$ cat src/rtl/sm_mac_if.sv
// -----------------------------------------------------------------------------
// sm_mac_if
// Handshake and data bundle for the sign-magnitude MAC accumulator.
//
// Parameters
//   DATA_W : operand width, sign-magnitude (MSB = sign)
//   ACC_W  : result width, sign-magnitude (MSB = sign)
//
// Signals
//   start     : begin a dot product (honoured only while the block is idle)
//   in_valid  : x/w beat valid
//   in_ready  : block accepts a beat
//   x, w      : activation and weight, sign-magnitude
//   out_valid : result valid
//   out_ready : consumer takes the result
//   result    : accumulated sum, sign-magnitude
//   ovf       : sticky saturation flag for the current result
//   busy      : block is not idle
//
// Modports
//   master : producer/consumer side (drives start, beats and out_ready)
//   slave  : the accumulator itself
// -----------------------------------------------------------------------------
interface sm_mac_if #(
  parameter int DATA_W = 8,
  parameter int ACC_W  = 24
);
  logic              start;
  logic              in_valid;
  logic              in_ready;
  logic [DATA_W-1:0] x;
  logic [DATA_W-1:0] w;
  logic              out_valid;
  logic              out_ready;
  logic [ACC_W-1:0]  result;
  logic              ovf;
  logic              busy;

  modport master (
    output start, in_valid, x, w, out_ready,
    input  in_ready, out_valid, result, ovf, busy
  );

  modport slave (
    input  start, in_valid, x, w, out_ready,
    output in_ready, out_valid, result, ovf, busy
  );
endinterface

$ cat src/rtl/sm_mac_accumulator.sv
// -----------------------------------------------------------------------------
// sm_mac_accumulator
// Sign-magnitude multiply-accumulate engine computing one dot product of
// N_TERMS operand pairs per start. Two pipeline stages: stage 1 registers the
// product (sign = XOR of operand signs, magnitude = |x|*|w|); stage 2 folds a
// valid product into the sign-magnitude accumulator with saturation.
//
// Parameters
//   DATA_W  : operand width, sign-magnitude (DATA_W-1 magnitude bits)
//   ACC_W   : result width, sign-magnitude; needs ACC_W-1 >= 2*(DATA_W-1)
//   N_TERMS : operand pairs per dot product (>= 1)
//
// Ports
//   clk  : single clock, all state on the rising edge
//   rst  : asynchronous, active-high reset
//   bus  : sm_mac_if.slave (start, x/w beat handshake, result handshake,
//          ovf, busy)
//
// Configuration macro
//   SM_MAC_RELU_EN : when defined, a negative final sum is presented as 0 on
//                    result while in DONE. The accumulator itself and ovf are
//                    identical in both builds.
// -----------------------------------------------------------------------------
module sm_mac_accumulator #(
  parameter int DATA_W  = 8,
  parameter int ACC_W   = 24,
  parameter int N_TERMS = 64
) (
  input  logic     clk,
  input  logic     rst,
  sm_mac_if.slave  bus
);

  localparam int MAG_W     = DATA_W - 1;          // operand magnitude bits
  localparam int PROD_W    = 2 * MAG_W;           // product magnitude bits
  localparam int ACC_MAG_W = ACC_W - 1;           // accumulator magnitude bits
  localparam int CNT_W     = (N_TERMS > 1) ? $clog2(N_TERMS) : 1;
  localparam logic [CNT_W-1:0] LAST_CNT = CNT_W'(N_TERMS - 1);

  // Parameter legality is checked at elaboration time.
  if (ACC_MAG_W < PROD_W) begin : g_bad_acc_w
    $error("sm_mac_accumulator: ACC_W-1 must be >= 2*(DATA_W-1)");
  end
  if (N_TERMS < 1) begin : g_bad_n_terms
    $error("sm_mac_accumulator: N_TERMS must be >= 1");
  end

  // ---------------------------------------------------------------------------
  // Control FSM
  // ---------------------------------------------------------------------------
  typedef enum logic [1:0] {
    S_IDLE  = 2'd0,
    S_ACCUM = 2'd1,
    S_DRAIN = 2'd2,
    S_DONE  = 2'd3
  } state_t;

  state_t           r_state;
  state_t           w_next_state;
  logic [CNT_W-1:0] r_cnt;

  logic w_start;   // start honoured this cycle
  logic w_accept;  // x/w beat accepted this cycle
  logic w_last;    // the accepted beat is the N_TERMS-th one

  assign w_start  = (r_state == S_IDLE) && bus.start;
  assign w_accept = (r_state == S_ACCUM) && bus.in_valid;
  assign w_last   = (r_cnt == LAST_CNT);

  // NOTE: sequential state uses non-blocking (<=) so every flop samples the
  // pre-edge values of its neighbours; blocking here would create ordering
  // races between always_ff blocks.
  always_ff @(posedge clk or posedge rst) begin
    if (rst) begin
      r_state <= S_IDLE;
    end else begin
      r_state <= w_next_state;
    end
  end

  // NOTE: every output of this always_comb gets a default first, so no path
  // leaves a signal unassigned and no latch is inferred.
  always_comb begin
    w_next_state = r_state;
    unique case (r_state)
      S_IDLE:  if (bus.start)                w_next_state = S_ACCUM;
      S_ACCUM: if (w_accept && w_last)       w_next_state = S_DRAIN;
      // One cycle lets the final product move from stage 1 into the sum.
      S_DRAIN:                               w_next_state = S_DONE;
      S_DONE:  if (bus.out_ready)            w_next_state = S_IDLE;
      default:                               w_next_state = S_IDLE;
    endcase
  end

  // Beat counter: counts accepted beats of the current dot product.
  always_ff @(posedge clk or posedge rst) begin
    if (rst) begin
      r_cnt <= '0;
    end else if (w_start) begin
      r_cnt <= '0;
    end else if (w_accept) begin
      r_cnt <= w_last ? '0 : r_cnt + 1'b1;
    end
  end

  // ---------------------------------------------------------------------------
  // Stage 1: product register
  // ---------------------------------------------------------------------------
  logic [PROD_W-1:0] w_prod_mag;
  logic              w_prod_sign;

  assign w_prod_mag  = PROD_W'(bus.x[MAG_W-1:0]) * PROD_W'(bus.w[MAG_W-1:0]);
  // A zero product is always positive so it can never flip the sum negative.
  assign w_prod_sign = (bus.x[DATA_W-1] ^ bus.w[DATA_W-1]) && (w_prod_mag != '0);

  logic              r_p_vld;
  logic              r_p_sign;
  logic [PROD_W-1:0] r_p_mag;

  always_ff @(posedge clk or posedge rst) begin
    if (rst) begin
      r_p_vld  <= 1'b0;
      r_p_sign <= 1'b0;
      r_p_mag  <= '0;
    end else if (w_start) begin
      r_p_vld  <= 1'b0;
    end else begin
      r_p_vld <= w_accept;
      if (w_accept) begin
        r_p_sign <= w_prod_sign;
        r_p_mag  <= w_prod_mag;
      end
    end
  end

  // ---------------------------------------------------------------------------
  // Stage 2: sign-magnitude accumulate with saturation
  // ---------------------------------------------------------------------------
  logic                 r_acc_sign;
  logic [ACC_MAG_W-1:0] r_acc_mag;
  logic                 r_ovf;

  logic [ACC_MAG_W-1:0] w_p_ext;
  logic [ACC_MAG_W:0]   w_sum;      // one carry bit above the magnitude
  logic                 w_add_sign;
  logic [ACC_MAG_W-1:0] w_add_mag;
  logic                 w_add_ovf;

  assign w_p_ext = ACC_MAG_W'(r_p_mag);
  assign w_sum   = {1'b0, r_acc_mag} + {1'b0, w_p_ext};

  always_comb begin
    w_add_sign = r_acc_sign;
    w_add_mag  = r_acc_mag;
    w_add_ovf  = 1'b0;
    if (r_acc_sign == r_p_sign) begin
      // Same signs: magnitudes add; a carry out means the sum cannot be
      // represented, so clamp to full scale and keep the sign.
      if (w_sum[ACC_MAG_W]) begin
        w_add_mag = '1;
        w_add_ovf = 1'b1;
      end else begin
        w_add_mag = w_sum[ACC_MAG_W-1:0];
      end
    end else if (r_acc_mag >= w_p_ext) begin
      // Differing signs: the larger magnitude wins and lends its sign.
      w_add_mag  = r_acc_mag - w_p_ext;
      w_add_sign = r_acc_sign;
    end else begin
      w_add_mag  = w_p_ext - r_acc_mag;
      w_add_sign = r_p_sign;
    end
    // Canonical zero: never report -0.
    if (w_add_mag == '0) begin
      w_add_sign = 1'b0;
    end
  end

  always_ff @(posedge clk or posedge rst) begin
    if (rst) begin
      r_acc_sign <= 1'b0;
      r_acc_mag  <= '0;
      r_ovf      <= 1'b0;
    end else if (w_start) begin
      r_acc_sign <= 1'b0;
      r_acc_mag  <= '0;
      r_ovf      <= 1'b0;
    end else if (r_p_vld) begin
      r_acc_sign <= w_add_sign;
      r_acc_mag  <= w_add_mag;
      if (w_add_ovf) begin
        r_ovf <= 1'b1;  // sticky until the next start
      end
    end
  end

  // ---------------------------------------------------------------------------
  // Outputs
  // ---------------------------------------------------------------------------
  assign bus.in_ready  = (r_state == S_ACCUM);
  assign bus.out_valid = (r_state == S_DONE);
  assign bus.busy      = (r_state != S_IDLE);
  assign bus.ovf       = r_ovf;

`ifdef SM_MAC_RELU_EN
  // Rectify only the presented value; the accumulator keeps the raw sum.
  assign bus.result = ((r_state == S_DONE) && r_acc_sign) ? '0
                                                          : {r_acc_sign, r_acc_mag};
`else
  assign bus.result = {r_acc_sign, r_acc_mag};
`endif

  // ---------------------------------------------------------------------------
  // Protocol properties
  // ---------------------------------------------------------------------------
  // A result held under backpressure must not move.
  a_done_stable: assert property (@(posedge clk) disable iff (rst)
    (r_state == S_DONE && !bus.out_ready) |=> ($stable(bus.result) && $stable(bus.ovf)));

  // Input and output handshakes are never open at the same time.
  a_exclusive_hs: assert property (@(posedge clk) disable iff (rst)
    !(bus.in_ready && bus.out_valid));

  // No product may still be in flight once the result is offered.
  a_no_late_product: assert property (@(posedge clk) disable iff (rst)
    (r_state == S_DONE) |-> !r_p_vld);

endmodule

$ cat src/flat_wrapper.sv
// flat-port wrapper written by rule: the top's interface ports become plain ports
module sm_mac_accumulator_flat 
#(
  parameter int DATA_W  = 8,
  parameter int ACC_W   = 24,
  parameter int N_TERMS = 64
)
  (clk, rst, bus_start, bus_in_valid, bus_x, bus_w, bus_out_ready, bus_in_ready, bus_out_valid, bus_result, bus_ovf, bus_busy);
  sm_mac_if #(.DATA_W(DATA_W), .ACC_W(ACC_W)) bus_i ();
  input  logic clk;
  input  logic rst;
  input wire logic [$bits(bus_i.start)-1:0] bus_start;
  input wire logic [$bits(bus_i.in_valid)-1:0] bus_in_valid;
  input wire logic [$bits(bus_i.x)-1:0] bus_x;
  input wire logic [$bits(bus_i.w)-1:0] bus_w;
  input wire logic [$bits(bus_i.out_ready)-1:0] bus_out_ready;
  output wire logic [$bits(bus_i.in_ready)-1:0] bus_in_ready;
  output wire logic [$bits(bus_i.out_valid)-1:0] bus_out_valid;
  output wire logic [$bits(bus_i.result)-1:0] bus_result;
  output wire logic [$bits(bus_i.ovf)-1:0] bus_ovf;
  output wire logic [$bits(bus_i.busy)-1:0] bus_busy;
  assign bus_i.start = bus_start;
  assign bus_i.in_valid = bus_in_valid;
  assign bus_i.x = bus_x;
  assign bus_i.w = bus_w;
  assign bus_i.out_ready = bus_out_ready;
  assign bus_in_ready = bus_i.in_ready;
  assign bus_out_valid = bus_i.out_valid;
  assign bus_result = bus_i.result;
  assign bus_ovf = bus_i.ovf;
  assign bus_busy = bus_i.busy;
  sm_mac_accumulator #(.DATA_W(DATA_W), .ACC_W(ACC_W), .N_TERMS(N_TERMS)) u_core (.clk(clk), .rst(rst), .bus(bus_i));
endmodule
$ cat config.mk
export PLATFORM = sky130hd
export DESIGN_NAME = sm_mac_accumulator_flat
export DESIGN_NICKNAME = d
export VERILOG_FILES = /design/src/rtl/sm_mac_if.sv /design/src/rtl/sm_mac_accumulator.sv /design/src/flat_wrapper.sv
export SDC_FILE = /design/constraint.sdc
export NUM_CORES = 1
export LEC_CHECK = 0
export ABC_AREA = 0
export CORE_ASPECT_RATIO = 2
export CORE_MARGIN = 10
export CORE_UTILIZATION = 60
export DETAILED_ROUTE_END_ITERATION = 10
export PLACE_DENSITY = 0.77
export SLEW_MARGIN = 20
export SYNTH_ARGS = -nofsm -noshare
export SYNTH_HDL_FRONTEND = slang
export SYNTH_SLANG_ARGS = --single-unit
$ cat constraint.sdc
create_clock -name clk -period 10.4 [get_ports clk]
set_clock_uncertainty 0.1 [all_clocks]
set_input_delay 1.56 -clock clk [delete_from_list [all_inputs] [get_ports clk]]
set_output_delay 1.56 -clock clk [all_outputs]
set_load 0.1 [all_outputs]
# After elaboration in Yosys (flattened, before gate mapping)

Index checks and enable logic that the tools add are counted.

$add $sub $neg: 4
Multiply operators: 1
Divide/modulo/power cells: 0
Magnitude comparators: 1
Eq/ne operators: 10
Shift operators: 0
Mux-type cells: 23
Bitwise gates (word level): 2
Reductions and logical operators: 15

Operator list:

| operator                                                                | number |
|---|---|
| 23-bit 2-to-1 mux                                                       | 5 |
| 23-bit by 14-bit adder with 24-bit output                               | 1 |
| 23-bit by 14-bit greater-or-equal comparator with 1-bit output          | 1 |
| 23-bit zero test                                                        | 1 |
| 14-bit by 23-bit subtractor with 23-bit output                          | 1 |
| 23-bit by 14-bit subtractor with 23-bit output                          | 1 |
| 6-bit 2-to-1 mux                                                        | 3 |
| 7-bit by 7-bit multiplier with 14-bit output                            | 1 |
| 14-bit nonzero test                                                     | 1 |
| 1-bit 2-to-1 mux                                                        | 11 |
| 2-bit case mux with 4 select lines                                      | 1 |
| 2-bit nonzero test                                                      | 4 |
| 6-bit by 1-bit adder with 6-bit output, second input constant           | 1 |
| 6-bit equality test, second input constant                              | 1 |
| 2-bit 2-to-1 mux                                                        | 3 |
| 3-bit by 2-bit inequality test with 1-bit output, second input constant | 2 |
| 3-bit AND reduction                                                     | 2 |
| 2-bit equality test, second input constant                              | 2 |
| 1-bit logical AND                                                       | 4 |
| 2-bit inequality test, second input constant                            | 2 |
| 2-bit AND reduction                                                     | 2 |
| 2-bit by 1-bit equality test with 1-bit output, second input constant   | 1 |
| 2-bit zero test                                                         | 1 |
| 2-bit by 1-bit inequality test with 1-bit output, second input constant | 1 |
| other kinds (3)                                                         | 3 |

Bits in registers: 49
Bits in latches: 0
RAM bits: 0
Bits in read-only memories: 0
Input port bits: 21
Output and inout port bits: 28
Memories kept: 0

# Longest topological paths before layout

Word-level depth: 7
Depth in mapped cells: 19
Depth with buffers taken out: 19

# Worst setup path after synthesis

OpenSTA, ideal clock, no wires.

Kind: input to register
From: in bus_x[3]
To: reg u_core.r_p_sign
Setup time: 130 ps
Data arrival time: 5828 ps
Required time: 10170 ps
Path slack: 4342 ps
Stages: 18
Path through: and2_1 > fa_1 > inv_1 > fa_1 > inv_1 > fa_1 > inv_1 > fa_1 > inv_1 > ha_1 > inv_1 > o21bai_1 > a21oi_1 > xnor2_1 > or4_1 > or4_1 > nor4b_1 > o31ai_1

Cells in the longest elaborated chain, start to end: 3

RTL lines:

| element                                      | line                      | text |
|---|---|---|
| from (decl)                                  | flat_wrapper.sv:14        | `input wire logic [$bits(bus_i.x)-1:0] bus_x;` |
| 7-bit by 7-bit multiplier with 14-bit output | sm_mac_accumulator.sv:112 | `assign w_prod_mag = PROD_W'(bus.x[MAG_W-1:0]) * PROD_W'(bus.w[MAG_W-1:0]);` |
| 14-bit nonzero test                          | sm_mac_accumulator.sv:114 | `assign w_prod_sign = (bus.x[DATA_W-1] ^ bus.w[DATA_W-1]) && (w_prod_mag != '0);` |
| 1-bit logical AND                            | sm_mac_accumulator.sv:114 |  |
| to (signal assigned)                         | sm_mac_accumulator.sv:130 | `r_p_sign <= w_prod_sign;` |
| to (decl)                                    | sm_mac_accumulator.sv:117 | `logic r_p_sign;` |

No other way between the ends.
A chain may end at the register's enable or synchronous reset.

# Final worst setup path

Ends and elaborated chain as after synthesis.

==> run_results.csv <==
group,metric,value,unit
run_status,status,"finished, final reports clean",
sta,relSlewSlack,0.263,
global_route,grt_usage,0.287,
synth,netlist_area,0.00659,mm2
finish,drive_above_1_share,0.0495,
sta,setup_tns,0,ps
sta,maxSlewViolCount,0,
run,drv_cap,0,
global_route,overflow,0,
finish,utilization,0.673,
finish,fillers,938,
cts,post_cts_resized,0,
global_route,antenna_found_initial,0,
global_route,grt_pass1_wl,35600,um
synth,yosysSeqAreaShare,0.186,
finish,regArea,0.00123,mm2
finish,final_common_cell,"ha_1",
finish,mostFrequentLayoutCells,"80 x ha_1, 75 x nand2_1, 67 x inv_1",
floorplan,core,0.0108,mm2
synth,synth_edf_count,0,
cts,clkTransAtPathRegs,80,ps
floorplan,die_h,168,um
sta,setup_ws,3740,ps
floorplan,ios,49,
synth,synth_ff_type,"dfrtp_1",
floorplan,row_count,54,
place,place_ws,3430,ps
synth,synth_cells,800,
cts,htreeDepth,2,
finish,finalNetCount,955,
finish,area_delta_synth_final,10.5,%
route,firstDrtPassIters,6,
route,drt-total-wl,22600,um
route,via_count,6475,
critical_path,cp-start-kind,"input port",
sta,fmax,150,MHz
synth,ys_warn_count,0,
critical_path,path_cells,"clkdlybuf4s50_1 > and2_1 > fa_1 > inv_1 > fa_1 > inv_1 > fa_1 > inv_1 > fa_1 > inv_1 > ha_1 > inv_1 > o21bai_1 > a21oi_1 > xnor2_1 > or4_1 > or4_1 > nor4b_1 > o31ai_1",
cts,clock_sinks,49,
synth,avgSynthCellArea,8.23,um2
worst_hold_path,hold_class,"reg -> reg",
cts,cts_root_buf,"clkbuf_16",
route,wl_per_cell,23.3,um
sta,worst_slew_pin_slew,1110,ps
critical_path,worst_path_most_repeated_cell,"inv_1",
finish,multi_input_area,0.00494,mm2
cts,cts_buffers,5,
critical_path,path_max_fanout,7,
sta,hold_viol,0,
sta,setup_viol,0,
critical_path,worstPathRequired,10470,ps
critical_path,slowest_delay,540,ps
cts,clock_latency,310,ps
route,drtIter0Drc,535,
floorplan,initial_core_util,0.609,
cts,cts_buffer_depth,2,
floorplan,die-area,0.0158,mm2
place,dp_hpwl,18100,um
place,portBuffers,48,
critical_path,cp_top_family,"adder cells",
cts,cts_hold_buffers,0,
synth,ys_ff_latch,49,
synth,synth_nets,928,
synth,synthArstFlopShare,1.00,
sta,period_minus_slack,6660,ps
route,drc,0,
cts,postCtsSetupBuffers,0,
floorplan,fp.dieW,94.1,um
sta,fin_crit_sh,0.640,
finish,antenna_cells,0,
critical_path,worstPathBufferInverterCount,6,
route,viasPerCell,6.69,
sta,whs,418,ps
synth,synth_cell_types,80,
global_route,grt_pass1_vias,6681,
critical_path,slowest_stage,"fa_1",
global_route,grt_max_degree,50,
critical_path,worstPathArrival,6730,ps
route,ant_nets,0,
sta,rsz0062_at_grt,"no",
critical_path,path_class,"in -> reg",
critical_path,end_kind,"flip-flop",
place,gp_congestion,1.03,
cts,cts_tree,"yes",
Yosys cell counts (3+ instances only):
cell	instances	share of area
a2111oi_0	3	0.0040
a211oi_1	10	0.011
a21o_1	14	0.016
a21oi_1	58	0.044
a221o_1	3	0.0046
a221oi_1	5	0.0066
a2bb2oi_1	4	0.0053
a311oi_1	6	0.0080
a31oi_1	11	0.010
and2_1	40	0.038
and3_1	11	0.010
and4_1	4	0.0053
buf_2	7	0.0053
buf_6	4	0.0068
clkbuf_1	22	0.013
dfrtp_1	49	0.19
fa_1	27	0.082
ha_1	80	0.15
inv_1	68	0.039
mux2i_1	7	0.011
nand2_1	75	0.043
nand2b_1	8	0.0076
nand3_1	17	0.013
nand4_1	9	0.0085
nor2_1	52	0.030
nor2b_1	7	0.0066
nor3_1	18	0.014
nor4_1	6	0.0057
nor4b_1	5	0.0066
o211a_1	4	0.0061
o211ai_1	7	0.0080
o21a_1	5	0.0057
o21ai_0	41	0.031
o21ai_1	3	0.0023
o21bai_1	8	0.0091
o22ai_1	9	0.0085
o31a_1	4	0.0053
o31ai_1	4	0.0046
or3_1	5	0.0047
or4_1	5	0.0057
xnor2_1	18	0.024
xor2_1	9	0.012
metrics by stage:
step                instances  instance area (um2)
finish                    968                 7280
global route              968                 7280
CTS                       968                 7280
detailed placement        960                 7120
global placement          960                 7120
floorplan                 800                 6590
layer usage:
metal,vias up,wire length (um),GRT usage
met5,-,0,0
met4,0,1670,0.207
met1,3136,7720,0.286
li1,2918,-,-
met3,102,980,0.0290
met2,319,12200,0.526
sequential cells by signal, summed over array words and instances (netlist names):
register and flops:
u_core.bus.ovf 1, u_core.r_acc_mag 23, u_core.r_acc_sign 1, u_core.r_cnt 6, u_core.r_p_mag 14, u_core.r_p_sign 1, u_core.r_p_vld 1, u_core.r_state 2
layout make-up:
cell class                      count  area share
Multi-Input combinational cell    649       0.679
Sequential cell                    49       0.168
Timing Repair Buffer               54      0.0722
Inverter                           68      0.0351
Tap cell                          140      0.0241
Clock buffer                        5      0.0172
Clock inverter                      3     0.00395
cells by family (layout without fill, tap and decap cells):
logic type               Yosys count  in the layout  share of synthesized area
AND/OR/NAND/NOR                  273            273                      0.214
AO/OA/AOI/OAI                    232            232                      0.248
adder cells (fa/ha/maj)          107            107                      0.234
buffers and inverters            102            130                     0.0646
flip-flops                        49             49                      0.186
XOR/XNOR                          27             27                     0.0359
multiplexers                      10             10                     0.0169
path summary, 6_finish.rpt:
kind / startpoint / end / slack (ps) / cells after the start
min in group asynchronous: rst / u_core.r_acc_mag[22] / 1660 / 3
worst min register to register: u_core.r_cnt[5] / u_core.r_cnt[5] / 420 / 1
worst max register to register: u_core.r_acc_mag[10] / u_core.r_acc_sign / 5580 / 12
worst min-delay path: u_core.r_cnt[5] / u_core.r_cnt[5] / 420 / 1
worst max-delay path: bus_x[3] / u_core.r_p_sign / 3740 / 19
max in group asynchronous: rst / u_core.r_p_mag[0] / 8080 / 3
Power is not shown: default switching activity piles up to over one toggle a cycle in this logic, so the estimate is an artifact.
==> RTL change (config.mk and constraints unchanged) <==
Build with the macro `SM_MAC_RELU_EN` defined.
--- a/src/rtl/sm_mac_accumulator.sv
+++ b/src/rtl/sm_mac_accumulator.sv
@@ -21,6 +21,8 @@
 //                    result while in DONE. The accumulator itself and ovf are
 //                    identical in both builds.
 // -----------------------------------------------------------------------------
+`define SM_MAC_RELU_EN
+
 module sm_mac_accumulator #(
   parameter int DATA_W  = 8,
   parameter int ACC_W   = 24,
Behaviour: same outputs for any inputs over 4 cycles, from zero or initial values and one cycle with rst high; that may be too few to reach the edited logic, so the function may still have changed.
==> RTL change against the original RTL <==
Utilization is 0.89 points higher; final cell count grew 4.5%; area after synthesis up 2.6%; cell area rose by 2.6%; count of clock-buffer cells in the layout unchanged; wire length is 9.0% higher; sequential cell count did not move; worst setup slack got worse by 0.18 ns; critical path type unchanged; critical endpoint unchanged; highest routed layer unchanged.
Power is left out: the tool's default activity adds up to more than one toggle a clock period on the data nets, which glitch-free logic cannot reach.
==> RTL change: results (changes against the original RTL) <==
STA
  • Min cycle time layout: 6.84 ns (+0.180 ns)
  • Worst-margin pin slew: 1.10 ns (-0.000939 ns)
  • Fin. max-slew vios: 0 (unchanged)

Global route
  • Vias in the first global route: 7137 (+6.8%)
  • Total GRT Usage: 30.7% (+1.9 points)

Hold path
  • Min-Delay Startpoint: u_core.bus.ovf$_DFFE_PP0P_

Synth
  • Synth top area cells: dfrtp_1, ha_1, fa_1, a21oi_1, and2_1
  • Syn_nets: 979 (+5.5%)
  • Post-Synthesis Cells: 851 (+6.4%)
  • Sequential area share after synthesis: 18.1% (-0.48 points)
  • Post-synthesis cell type count: 78 (-2.5%)

Routing
  • First drt pass iteration count: 5 (-1)
  • Wire per inst: 24.3 um (+4.3%)
  • Via count: 6932 (+7.1%)

Setup path
  • Reg2Reg Setup Slack: 5.51 ns (-0.07 ns)
  • Critical path arrival: 6.92 ns (+0.19 ns)

Status
  • Status: finished clean

Layout
  • Share of cells above drive strength 1: 4.01% (-0.94 points)
  • Nets: 999 (+4.6%)
  • Regs by FF count: u_core.r_acc_mag (23), u_core.r_p_mag (14), u_core.r_cnt (6)

Place
  • Area after DPL: 7270 um2 (+2.1%)
  • Routability cong.: 1.01 (-2.0%)
  • Setup WS pre-CTS: 3.24 ns (-0.186 ns)
  • Hpwl dp: 18900 um (+4.4%)

Clock network
  • Clock root buffer: clkbuf_16
RTL change: area by class of cell:
cell class              instances  area [um2]
fillers                       922        3480
flip-flops and latches         49        1230
multi-input cells             686        5070
repair buffers                 53         518
clock inverters                 3        68.8
well taps                     140         175
clock buffers                   5         125
inverters                      76         287
RTL change: routing by layer:
metal / share of wire, % / up-vias / wire length (um) / global-route usage, %
met4: 7.8 / 0 / 1930 / 22.1
met1: 33 / 3340 / 8180 / 29.8
li1: - / 3096 / - / -
met2: 54 / 373 / 13300 / 57.0
met5: 0 / - / 0 / 0
met3: 5.0 / 123 / 1230 / 3.17
RTL change: critical path, stage by stage:
cell and delay (ns):
clkdlybuf4s50_1 0.55, and2_1 0.23, fa_1 0.54, inv_1 0.05
fa_1 0.48, inv_1 0.06, fa_1 0.53, inv_1 0.05
fa_1 0.53, inv_1 0.04, ha_1 0.33, inv_1 0.07
o21bai_1 0.07, a21oi_1 0.24, xnor2_1 0.13, or4_1 0.54
or4b_1 0.55, o41ai_1 0.27, o21ai_1 0.09
RTL change: worst paths after layout:
kind / to / cells after the start
worst min-delay path: u_core.bus.ovf$_DFFE_PP0P_ / 2
worst max-delay path: u_core.r_p_sign$_DFFE_PP0P_ / 19
max in group asynchronous: u_core.r_acc_mag[1]$_DFFE_PP0P_ / 2
worst max register to register: u_core.r_acc_sign$_DFFE_PP0P_ / 12
worst min register to register: u_core.bus.ovf$_DFFE_PP0P_ / 2
min in group asynchronous: u_core.r_acc_sign$_DFFE_PP0P_ / 2
RTL change: kinds of logic (layout without fill, tap and decap cells):
family	count (synthesis)	after routing	synth area share, %
fa+ha+maj	107	107	22.8
mux	9	9	1.37
buf+inv	116	137	7.00
xor+xnor	24	24	3.11
flops	49	49	18.1
simple gates	294	294	22.9
compound gates	252	252	24.7
RTL change: through the flow:
step                hold slack (ns)  util (%)
floorplan                     0.353         -
global placement              0.373      66.4
detailed placement            0.396      66.4
CTS                           0.412      68.2
global route                  0.468      68.2
finish                        0.408      68.2
